[src/rtl/apb_master.sv]
// APB3 initiator: turns one valid/ready request into a SETUP/ACCESS transfer
// and returns read data plus error/timeout status on a valid/ready response.
//
// Ports:
//   clk_i, rstn_i           clock, async active-low reset
//   req_valid_i/req_ready_o request handshake (accepted only in IDLE)
//   req_addr_i/we_i/wdata_i request payload
//   rsp_valid_o/rsp_ready_i response handshake (held until consumed)
//   rsp_rdata_o/err_o/timeout_o response payload
//   PADDR..PENABLE          APB requester outputs
//   PRDATA/PREADY/PSLVERR   APB completer inputs
//
// Parameter TIMEOUT bounds the ACCESS phase in cycles; 0 disables it.
module apb_master #(
    parameter int ADDR_WIDTH = 32,
    parameter int DATA_WIDTH = 32,
    parameter int TIMEOUT    = 255
) (
    input  logic                  clk_i,
    input  logic                  rstn_i,
    input  logic                  req_valid_i,
    output logic                  req_ready_o,
    input  logic [ADDR_WIDTH-1:0] req_addr_i,
    input  logic                  req_we_i,
    input  logic [DATA_WIDTH-1:0] req_wdata_i,
    output logic                  rsp_valid_o,
    input  logic                  rsp_ready_i,
    output logic [DATA_WIDTH-1:0] rsp_rdata_o,
    output logic                  rsp_err_o,
    output logic                  rsp_timeout_o,
    output logic [ADDR_WIDTH-1:0] PADDR,
    output logic [DATA_WIDTH-1:0] PWDATA,
    output logic                  PWRITE,
    output logic                  PSEL,
    output logic                  PENABLE,
    input  logic [DATA_WIDTH-1:0] PRDATA,
    input  logic                  PREADY,
    input  logic                  PSLVERR
);

    typedef enum logic [1:0] {
        IDLE,
        SETUP,
        ACCESS,
        RESP
    } state_t;

    localparam bit          TO_EN   = (TIMEOUT != 0);
    localparam logic [15:0] TO_LAST = 16'(TIMEOUT - 1);

    state_t      state_q;
    state_t      state_d;
    logic [15:0] cnt_q;
    logic        to_hit;

    // Abort only when the slave is still not ready on the last allowed cycle;
    // a PREADY on that same cycle completes normally.
    assign to_hit = TO_EN && (cnt_q == TO_LAST);

    // Every handshake/APB control output is a pure decode of the state register.
    assign req_ready_o = (state_q == IDLE);
    assign rsp_valid_o = (state_q == RESP);
    assign PSEL        = (state_q == SETUP) || (state_q == ACCESS);
    assign PENABLE     = (state_q == ACCESS);

    always_ff @(posedge clk_i or negedge rstn_i) begin
        if (!rstn_i) begin
            state_q <= IDLE;
        end else begin
            state_q <= state_d;
        end
    end

    always_comb begin
        state_d = state_q;
        case (state_q)
            IDLE:    if (req_valid_i) state_d = SETUP;
            SETUP:   state_d = ACCESS;
            ACCESS:  if (PREADY || to_hit) state_d = RESP;
            RESP:    if (rsp_ready_i) state_d = IDLE;
            default: state_d = IDLE;
        endcase
    end

    always_ff @(posedge clk_i or negedge rstn_i) begin
        if (!rstn_i) begin
            PADDR         <= '0;
            PWDATA        <= '0;
            PWRITE        <= 1'b0;
            cnt_q         <= '0;
            rsp_rdata_o   <= '0;
            rsp_err_o     <= 1'b0;
            rsp_timeout_o <= 1'b0;
        end else begin
            if (state_q == IDLE && req_valid_i) begin
                PADDR  <= req_addr_i;
                PWDATA <= req_wdata_i;
                PWRITE <= req_we_i;
            end

            if (state_q == SETUP) begin
                cnt_q <= '0;
            end else if (state_q == ACCESS && !PREADY && !to_hit) begin
                cnt_q <= cnt_q + 16'd1;
            end

            if (state_q == ACCESS) begin
                if (PREADY) begin
                    rsp_rdata_o   <= PWRITE ? '0 : PRDATA;
                    rsp_err_o     <= PSLVERR;
                    rsp_timeout_o <= 1'b0;
                end else if (to_hit) begin
                    rsp_rdata_o   <= '0;
                    rsp_err_o     <= 1'b1;
                    rsp_timeout_o <= 1'b1;
                end
            end
        end
    end

endmodule

[config.mk]
export PLATFORM = sky130hd
export DESIGN_NAME = apb_master
export DESIGN_NICKNAME = d
export VERILOG_FILES = /design/src/rtl/apb_master.sv
export SDC_FILE = /design/constraint.sdc
export NUM_CORES = 1
export LEC_CHECK = 0
export BUFFER_PORTS_ARGS = -buffer_cell sky130_fd_sc_hd__buf_2
export CAP_MARGIN = 25
export CORE_ASPECT_RATIO = 1.25
export CORE_MARGIN = 1.5
export CORE_UTILIZATION = 51
export CTS_BUF_LIST = sky130_fd_sc_hd__clkbuf_4 sky130_fd_sc_hd__clkbuf_8 sky130_fd_sc_hd__clkbuf_16
export DETAILED_ROUTE_END_ITERATION = 10
export PLACE_DENSITY_LB_ADDON = 0.15
export RECOVER_POWER = 100
export SYNTH_ARGS = -nofsm -noshare
export SYNTH_HDL_FRONTEND = slang
export SYNTH_SLANG_ARGS = --single-unit
[constraint.sdc]
create_clock -name clk_i -period 4.1 [get_ports clk_i]
set_input_delay 0 -clock clk_i [delete_from_list [all_inputs] [get_ports clk_i]]
set_output_delay 0 -clock clk_i [all_outputs]
set_load 0.05 [all_outputs]
==> results of run 1 <==
==> tightest hold or removal path: stages <==
cell and delay, ns:
buf_2 0.09, o22ai_1 0.08, o21bai_1 0.19, a21oi_1 0.17
==> logic make-up after synthesis <==
group | after synthesis
buffers and inverters | 26
AND/OR/NAND/NOR | 50
multiplexers | 71
adder cells (fa/ha/maj) | 7
flip-flops | 117
AO/OA/AOI/OAI | 57
XOR/XNOR | 2
==> routing by layer <==
metal  share of wire (%)  track usage (%)  up-vias  routed length, um
met5                   0                0        -                  0
met3                 6.1             8.04       44                889
met2                  55             56.6      203               8010
met4                 3.2             15.3        0                463
li1                    -                -     1845                  -
met1                  36             33.0     2042               5240
==> timing repair <==
action	CTS	global route
hold buffers	102	0
endpoints found under the hold margin	217	0
endpoints found under the setup margin	0	0
==> worst min-delay path by stage <==
stage,from,to,slack [ns],cells past startpoint
2_1_floorplan,rstn_i,PADDR[0]$_DFFE_PN0P_,-0.30,0
3_5_place_dp,rstn_i,state_q[0]$_DFFE_PN0P_,0.16,2
3_3_place_gp,rstn_i,state_q[1]$_DFFE_PN0P_,0.15,2
6_report,req_valid_i,state_q[0]$_DFFE_PN0P_,0.06,4
5_1_grt,req_valid_i,state_q[0]$_DFFE_PN0P_,0.11,4
4_1_cts,req_valid_i,state_q[0]$_DFFE_PN0P_,0.06,4
==> state kept, by name, indices dropped and copies added, names as in the netlist <==
signal	count
PADDR	32
PWDATA	32
rsp_rdata_o	32
cnt_q	16
state_q	2
PWRITE	1
rsp_err_o	1
rsp_timeout_o	1
==> synth_stat cells (3+ instances only) <==
cell type	number
nor2_1	11
nand3_1	5
o31ai_1	7
clkbuf_1	15
a22o_1	32
nand2_1	4
inv_1	8
nor4_1	3
or4_1	6
dfrtp_1	117
a21oi_1	13
ha_1	7
and4b_1	3
nor2b_1	4
mux2_2	71
==> power breakdown <==
group          switching (mW)  internal (mW)
registers               0.297           1.63
clock network           0.542          0.893
logic                    2.39          0.788
==> layout make-up <==
class	instances	area (um^2)	area share (%)
inverters	8	30.0	0.412
multi-input cells	187	1640	22.6
repair buffers	313	1960	26.9
clock inverters	12	130	1.79
flip-flops and latches	117	2930	40.2
diodes	1	2.50	0.0343
clock buffers	20	443	6.08
well taps	120	150	2.06
==> out/results.tsv, run 1 <==
metric	value	unit
stdcell_count	778	
netlist_instances	330	
hold_ws	0.0629	ns
cp-end-kind	register	
placed_area	0.00584	mm^2
vias	4134	
final_core_util	82.9	%
nNetsFinal	754	
synth.area.mux_share	17.1	%
grt_pass1_vias	4494	
yosys.area_share.simple	6.65	%
grt_max_degree	66	
synth_compound_area_share	9.14	%
slowest_delay	1.17	ns
syn_avg_cell_area	14.1	um^2
clk_pin_slew	0.05	ns
power_density	897	mW/mm^2
crit_end	PADDR[17]$_DFFE_PN0P_	
power	6.54	mW
setup_ws	1.07	ns
synth.ff_latch_count	117	
synth_top_family_by_area	multiplexers	
start_kind	register	
rr_endpoint	PADDR[17]$_DFFE_PN0P_	
wl_per_cell	18.8	um
final_common_cell	dfrtp_1	
required	4.50	ns
clock_latency	0.52	ns
drc_errors	0	
synth_ff_type	dfrtp_1	
outcome	complete, but fails checks	
placementRows	38	
area_growth	56.1	%
crit_buf_inv	2	
start_util	53.1	%
fin_crit	3.03	ns
gp_congestion	0.779	
clockBufferDepth	2	
reg2reg_slack	1.07	ns
post-cts-setup-buffers	0	
dp_hpwl	7850	um
rsz0062_at_grt	false	
final-setup-viol-count	0	
drv_slew	92	
synth-async-reset-ratio	100	%
syn_area	0.00467	mm^2
maxCapViolCount	2	
fin_area	0.00729	mm^2
chipWidth	88.6	um
grt.total_usage	31.1	%
drive_above_1_share	31.2	%
core	0.00880	mm^2
pin_count	206	
cp.depth	5	
n_fill_cell	523	
numCtsBuffers	17	
die_y	110	um
cts_tree	done	
crit_arrival	3.42	ns
grt_pass1_wl	22300	um
max_freq	0.330	GHz
slowest_stage	nand2_1	
port_buffers	205	
antenna_found_initial	0	
synth_area_leaders	dfrtp_1 63%, mux2_2 17%, a22o_1 6.0%, ha_1 1.9%, a21oi_1 1.4%	
synth_cell_type_count	33	
ctsResizeCount	0	
path_max_fanout	38	
cts-root-buf	clkbuf_8	
finalHoldViolations	0	
hp-class	input port to register	
overflow	0	
cts_sinks	117	
tightest_slew	2.78	ns
fin_tns_setup	0	ns
final_cell_mix	117 x dfrtp_1, 106 x clkbuf_1, 102 x dlygate4sd3_1	
synth-warning-count	0	
synth_nets	440	
ir_drop	0.778	mV
yosys.area.top_type	dfrtp_1	
max-slew-margin-rel	-85.3	%
finalClockSkew	0.0113	ns
pre_cts_slack	1.79	ns
path_class	register to register	
rr_startpoint	state_q[0]$_DFFE_PN0P_	
min_period_over_period	73.9	%
synthXorXnorAreaFrac	0.375	%
cts_htree_levels	4	
synth-seq-area-share	62.7	%
cellLeakagePower	3.36	nW
synth_fa_ha_area_share	1.88	%
die_area	0.00974	mm^2
cp_cell_sequence	inv_1 > ha_1 > nand2_1 > clkbuf_1 > mux2_2	
synth_top_area_share	62.7	%
ff2ff_path_depth	5	
detail_route.vias_per_cell	5.31	
synth_edf_count	0	
setup.worst_path.start	state_q[0]$_DFFE_PN0P_	
drt_wl_total	14600	um
dp_cells	643	
cp_top_family	simple AND/OR/NAND/NOR gates	
drt-pass1-iter-count	4	
violations	capacitance limit, slew limit	
drtIter0Drc	215	
antenna_left	0	
(Power assumes the default switching activity.)
==> run 2, diff against run 1 <==
--- a/config.mk
+++ b/config.mk
@@ -5,11 +5,12 @@
 export SDC_FILE = /design/constraint.sdc
 export NUM_CORES = 1
 export LEC_CHECK = 0
+export ABC_AREA = 1
 export BUFFER_PORTS_ARGS = -buffer_cell sky130_fd_sc_hd__buf_2
 export CAP_MARGIN = 25
 export CORE_ASPECT_RATIO = 1.25
 export CORE_MARGIN = 1.5
-export CORE_UTILIZATION = 51
+export CORE_UTILIZATION = 48
 export CTS_BUF_LIST = sky130_fd_sc_hd__clkbuf_4 sky130_fd_sc_hd__clkbuf_8 sky130_fd_sc_hd__clkbuf_16
 export DETAILED_ROUTE_END_ITERATION = 10
 export PLACE_DENSITY_LB_ADDON = 0.15
==> constraint.sdc (replaced) <==
create_clock -name clk_i -period 3.1 [get_ports clk_i]
set_input_delay 0 -clock clk_i [delete_from_list [all_inputs] [get_ports clk_i]]
set_output_delay 0 -clock clk_i [all_outputs]
set_load 0.05 [all_outputs]
==> run 2 against run 1 <==
The flow still finishes with violations (capacitance limit, slew limit). Critical path depth did not move. Area after synthesis rose by 8.9%. Cell area rose by 4.9%. Global-route usage fell by 2.4 points. Critical path type unchanged. Largest cell class unchanged.
==> out/results.tsv, run 2 <==
metric	value	unit	change
netlist_instances	477		+45%
power_density	1160	mW/mm^2	+29%
finalHoldViolations	0		unchanged
finalClockSkew	0.00934	ns	-0.00200 ns
synth_edf_count	0		unchanged
path_max_fanout	25		-34%
post-cts-setup-buffers	0		unchanged
power	8.88	mW	+36%
crit_arrival	2.75	ns	-0.67 ns
drt-pass1-iter-count	5		+1
final_cell_mix	117 x dfrtp_1, 107 x nand2_1, 103 x clkbuf_1		
drv_slew	118		+28%
outcome	complete, but fails checks		
max_freq	0.405	GHz	+23%
path_class	register to register		
rsz0062_at_grt	false		
fin_area	0.00764	mm^2	+4.9%
cp-end-kind	register		
reg_top3	PADDR x32, PWDATA x32, rsp_rdata_o x32		
synth_cell_type_count	23		-30%
grt_pass1_wl	24200	um	+8.7%
port_buffers	205		unchanged
die_area	0.0112	mm^2	+15%
clock_latency	0.41	ns	-0.11 ns
vias	4724		+14%
max-slew-margin-rel	-4.09	%	+81 points
hp-class	input port to register		
violations	capacitance limit, slew limit		
overflow	0		unchanged
hold_ws	0.0279	ns	-0.0350 ns
grt_pass1_vias	4872		+8.4%
min_period_over_period	79.7	%	+5.8 points
grt_max_degree	118		+79%
dp_cells	791		+23%
numCtsBuffers	17		unchanged
yosys.area.top_type	dfrtp_1		
chipWidth	95.1	um	+7.3%
antenna_left	0		unchanged
stdcell_count	925		+19%
cts_htree_levels	4		unchanged
placed_area	0.00620	mm^2	+6.2%
clockBufferDepth	2		unchanged
clk_pin_slew	0.06	ns	about the same
yosysMostFrequentCell	dfrtp_1		
cts-root-buf	clkbuf_16		
placementRows	41		+7.9%
fin_tns_setup	0	ns	unchanged
core	0.0102	mm^2	+16%
synth-async-reset-ratio	100	%	unchanged
cts_tree	done		
cellLeakagePower	3.51	nW	+4.3%
nNetsFinal	892		+18%
synth_top_area_share	57.6	%	-5.2 points
start_util	49.8	%	-3.3 points
cts_sinks	117		unchanged
syn_area	0.00509	mm^2	+8.9%
grt.total_usage	28.6	%	-2.4 points
final_common_cell	dfrtp_1		
synth_ff_type	dfrtp_1		
maxCapViolCount	1		-1
antenna_found_initial	2		+2
fin_crit	2.47	ns	-0.558 ns
synth_commonest_cells	117 x dfrtp_1, 104 x nand2_1, 64 x mux2_2, 40 x nand3_1, 31 x nor2_1		
synth_nets	587		+33%
drc_errors	0		unchanged
detail_route.vias_per_cell	5.11		-3.9%
area_growth	50.3	%	
die_y	118	um	+7.4%
synth-warning-count	0		unchanged
pin_count	206		unchanged
wl_per_cell	16.5	um	-12%
synth_area_leaders	dfrtp_1 58%, mux2_2 14%, nand2_1 7.7%, nand3_1 3.9%, nor2_1 2.3%		
tightest_slew	1.56	ns	-1.22 ns
ir_drop	0.666	mV	-14%
required	3.38	ns	-1.12 ns
synth-seq-area-share	57.6	%	-5.2 points
drtIter0Drc	239		+11%
final-setup-viol-count	0		unchanged
drt_wl_total	15300	um	+4.9%
drive_above_1_share	25.7	%	-5.5 points
gp_congestion	0.858		+10%
synth.ff_latch_count	117		unchanged
dp_hpwl	8520	um	+8.5%
start_kind	register		
syn_avg_cell_area	10.7	um^2	-25%
[run 2: cell types whose count changed in the layout (fill, tap and decap cells not counted), sizes merged, moves of 4 or more]
cell	before	now
o21bai	1	5
nor2	11	32
inv	9	21
o31ai	7	0
a21oi	13	2
or4	7	0
xor2	0	6
nand3	5	40
nand4	3	12
mux2	71	64
a22o	32	0
o21ai	3	37
nand2	4	110
nor2b	4	0
[run 2: area by class of cell]
cell class	instances	area, um^2
multi-input combinational	317	1930
sequential	117	2930
antenna	2	5.00
tap	129	161
inverter	19	71.3
clock buffer	19	453
timing repair buffer	310	1970
clock inverter	12	129
fill	733	2560
[run 2: worst paths after layout]
kind	startpoint	end	slack (ns)	cells after the start
worst min-delay path	req_valid_i	state_q[1]$_DFFE_PN0P_	0.03	6
worst max-delay path	state_q[0]$_DFFE_PN0P_	PADDR[10]$_DFFE_PN0P_	0.63	5
worst max register to register	state_q[0]$_DFFE_PN0P_	PADDR[10]$_DFFE_PN0P_	0.63	5
min in group asynchronous	rstn_i	rsp_rdata_o[8]$_DFFE_PN0P_	0.64	3
worst min register to register	rsp_rdata_o[6]$_DFFE_PN0P_	rsp_rdata_o[6]$_DFFE_PN0P_	0.49	2
max in group asynchronous	rstn_i	PADDR[20]$_DFFE_PN0P_	1.48	3
[run 2: logic make-up after synthesis]
family	after synthesis	share of synthesized area, %
compound gates	44	4.87
buf+inv	43	4.03
fa+ha+maj	7	1.72
xor+xnor	7	1.21
flops	117	57.6
mux	64	14.2
simple gates	195	16.5
[run 2: per-stage QoR]
stage / worst slack [ns] / util [%]
CTS: 0.882 / 76.2
global route: 0.508 / 74.9
global placement: 1.04 / 60.7
floorplan: 1.22 / -
detailed placement: 0.912 / 60.7
finish: 0.629 / 74.9
[run 2: timing repair]
action / CTS / global route
hold endpoints to repair: 217 / 0
gates resized for setup: 0 / 0
setup endpoints to repair: 0 / 0
hold buffers: 100 / 0
[run 2: per-layer routing]
| metal | vias up | share of wire [%] | track usage [%] |
|---|---|---|---|
| met5 | - | 0 | 0 |
| met4 | 0 | 4.3 | 15.7 |
| li1 | 2210 | - | - |
| met2 | 215 | 53 | 50.1 |
| met1 | 2246 | 36 | 30.1 |
| met3 | 53 | 6.6 | 7.82 |
[run 2: power by group]
part | switching [mW] | leakage (nW) | internal, mW | total, mW
clock | 0.708 | 0.281 | 1.22 | 1.93
sequential | 0.375 | 1.47 | 2.17 | 2.55
combinational | 3.40 | 1.75 | 1.00 | 4.40
[run 2: critical path, stage by stage (launching register included)]
cell,delay (ns)
dfrtp_1,0.40
inv_1,0.10
ha_1,0.24
nand2_1,0.84
buf_4,0.37
mux2_1,0.39
==> run 3, diff against run 2 <==
--- a/config.mk
+++ b/config.mk
@@ -10,7 +10,7 @@
 export CAP_MARGIN = 25
 export CORE_ASPECT_RATIO = 1.25
 export CORE_MARGIN = 1.5
-export CORE_UTILIZATION = 48
+export CORE_UTILIZATION = 44
 export CTS_BUF_LIST = sky130_fd_sc_hd__clkbuf_4 sky130_fd_sc_hd__clkbuf_8 sky130_fd_sc_hd__clkbuf_16
 export DETAILED_ROUTE_END_ITERATION = 10
 export PLACE_DENSITY_LB_ADDON = 0.15
==> constraint.sdc (replaced) <==
create_clock -name clk_i -period 2.1 [get_ports clk_i]
set_input_delay 0 -clock clk_i [delete_from_list [all_inputs] [get_ports clk_i]]
set_output_delay 0 -clock clk_i [all_outputs]
set_load 0.05 [all_outputs]
==> run 3 against run 2 <==
The run now ends clean. Critical path depth stayed put. Die area increased by 8.8%. Clock power grew 56%. Power rose by 49%. Critical path type unchanged. Largest power group unchanged.
==> out/results.tsv, run 3 (synthesis gave the netlist of run 2 again) <==
metric	value	unit	change
outcome	finished, final reports clean		
p_clk_share	22.7	%	+1.0 points
ctsResizeCount	0		unchanged
tightest_slew	1.21	ns	-0.347 ns
fin_area	0.00772	mm^2	+0.97%
crit_arrival	2.18	ns	-0.57 ns
power_switching	6.56	mW	+46%
drc_errors	0		unchanged
drv_slew	0		-100%
path_max_fanout	66		+160%
n_fill_cell	919		+25%
port_buffers	205		unchanged
clk_pin_slew	0.06	ns	about the same
placementRows	43		+4.9%
p_int	6.69	mW	+52%
stdcell_count	937		+1.3%
hp-class	input port to register		
clock_latency	0.41	ns	about the same
cts_htree_levels	4		unchanged
fin_crit	1.89	ns	-0.577 ns
max_freq	0.528	GHz	+30%
required	2.39	ns	-0.99 ns
die_y	123	um	+4.3%
p_sw_share	49.5	%	-0.95 points
area_growth	51.7	%	
pwr-share-seq	28.3	%	-0.4 points
dp_cells	803		+1.5%
drtIter0Drc	202		-15%
cts_tree	done		
gp_congestion	0.830		-3.3%
min_period_over_period	90.2	%	+10 points
final_common_cell	dfrtp_1		
cp-end-kind	register		
grt_pass1_vias	4923		+1.0%
start_util	45.5	%	-4.4 points
drt_wl_total	14700	um	-3.8%
core	0.0112	mm^2	+9.6%
reg_top3	PADDR x32, PWDATA x32, rsp_rdata_o x32		
cellLeakagePower	3.54	nW	+1.0%
detail_route.vias_per_cell	5.02		-1.6%
drt-pass1-iter-count	4		-1
grt_pass1_wl	23400	um	-3.5%
die_area	0.0122	mm^2	+8.8%
ir_drop	1.25	mV	+87%
cts_sinks	117		unchanged
power_density	1720	mW/mm^2	+48%
dp_hpwl	8980	um	+5.4%
grt_max_degree	67		-43%
wl_per_cell	15.7	um	-5.0%
final_cell_mix	117 x dfrtp_1, 106 x nand2_1, 104 x clkbuf_1		
final-setup-viol-count	0		unchanged
clockBufferDepth	2		unchanged
antenna_left	0		unchanged
finalClockSkew	0.00874	ns	-0.000602 ns
chipWidth	99.2	um	+4.3%
placed_area	0.00625	mm^2	+0.85%
finalHoldViolations	0		unchanged
nNetsFinal	898		+0.67%
start_kind	register		
numCtsBuffers	17		unchanged
maxCapViolCount	0		-1
drive_above_1_share	26.7	%	+1.0 points
max-slew-margin-rel	19.1	%	+23 points
cts-root-buf	clkbuf_16		
post-cts-setup-buffers	0		unchanged
path_class	register to register		
overflow	0		unchanged
pin_count	206		unchanged
antenna_found_initial	1		-1
grt.total_usage	24.7	%	-4.0 points
power	13.2	mW	+49%
rsz0062_at_grt	false		
vias	4707		-0.36%
combPwrFrac	49.0	%	-0.6 points
fin_tns_setup	0	ns	unchanged
run 3: cell types whose count changed in the layout (fill, tap and decap cells not counted), moves of 3 or more:
cell and delta:
mux2_1 -4, mux2_2 +4, buf_4 +3, clkbuf_2 +3
clkinv_2 -3
run 3: repair_timing:
| item | 4_1_cts | 5_1_grt |
|---|---|---|
| endpoints found under the setup margin | 0 | 0 |
| endpoints found under the hold margin | 144 | 0 |
| hold buffers | 101 | 0 |
run 3: metrics by stage:
step           setup WS, ns  utilization (%)  hold WS (ns)
2_1_floorplan         0.217                -        -0.296
3_3_place_gp          0.500             55.9        0.0535
3_5_place_dp          0.428             55.9        0.0612
4_1_cts               0.415             70.5        0.0310
5_1_grt               0.107             69.0        0.0926
6_report              0.206             69.0        0.0439
run 3: area by class of cell:
type / instances / area [um^2] / area share [%]
inverters: 19 / 71.3 / 0.924
clock buffers: 22 / 482 / 6.24
clock inverters: 10 / 144 / 1.86
repair buffers: 316 / 1990 / 25.8
diodes: 1 / 2.50 / 0.0324
well taps: 135 / 169 / 2.19
multi-input cells: 317 / 1930 / 25.0
flip-flops and latches: 117 / 2930 / 37.9
run 3: worst paths after layout:
kind	from	cells past startpoint	slack, ns	endpoint
min in group asynchronous	rstn_i	2	0.39	rsp_rdata_o[10]$_DFFE_PN0P_
max	state_q[0]$_DFFE_PN0P_	5	0.21	PADDR[1]$_DFFE_PN0P_
min	req_valid_i	6	0.04	state_q[1]$_DFFE_PN0P_
min reg2reg	rsp_timeout_o$_DFFE_PN0P_	2	0.48	rsp_timeout_o$_DFFE_PN0P_
max reg2reg	state_q[0]$_DFFE_PN0P_	5	0.21	PADDR[1]$_DFFE_PN0P_
max in group asynchronous	rstn_i	3	0.47	rsp_rdata_o[22]$_DFFE_PN0P_
run 3: power by group through the flow:
stage / logic (mW) / clock network [mW] / registers (mW)
after floorplan: 1.86 / 0 / 6.89
after global placement: 6.54 / 0 / 3.66
after detailed placement: 6.62 / 0 / 3.71
after CTS: 6.78 / 3.07 / 3.68
after global routing: 6.82 / 3.16 / 3.86
final: 6.49 / 3.01 / 3.75
run 3: worst max-delay path, stage by stage (launching register included):
cell	delay [ns]
dfrtp_1	0.40
inv_1	0.10
ha_1	0.25
nand2_2	0.07
buf_6	0.45
mux2_2	0.44
run 3: per-layer routing:
metal	vias to the layer above	wire length, um	global-route usage, %
li1	2219	-	-
met1	2258	5470	26.2
met2	194	7890	45.1
met3	36	880	6.56
met4	0	485	12.5
met5	-	0	0
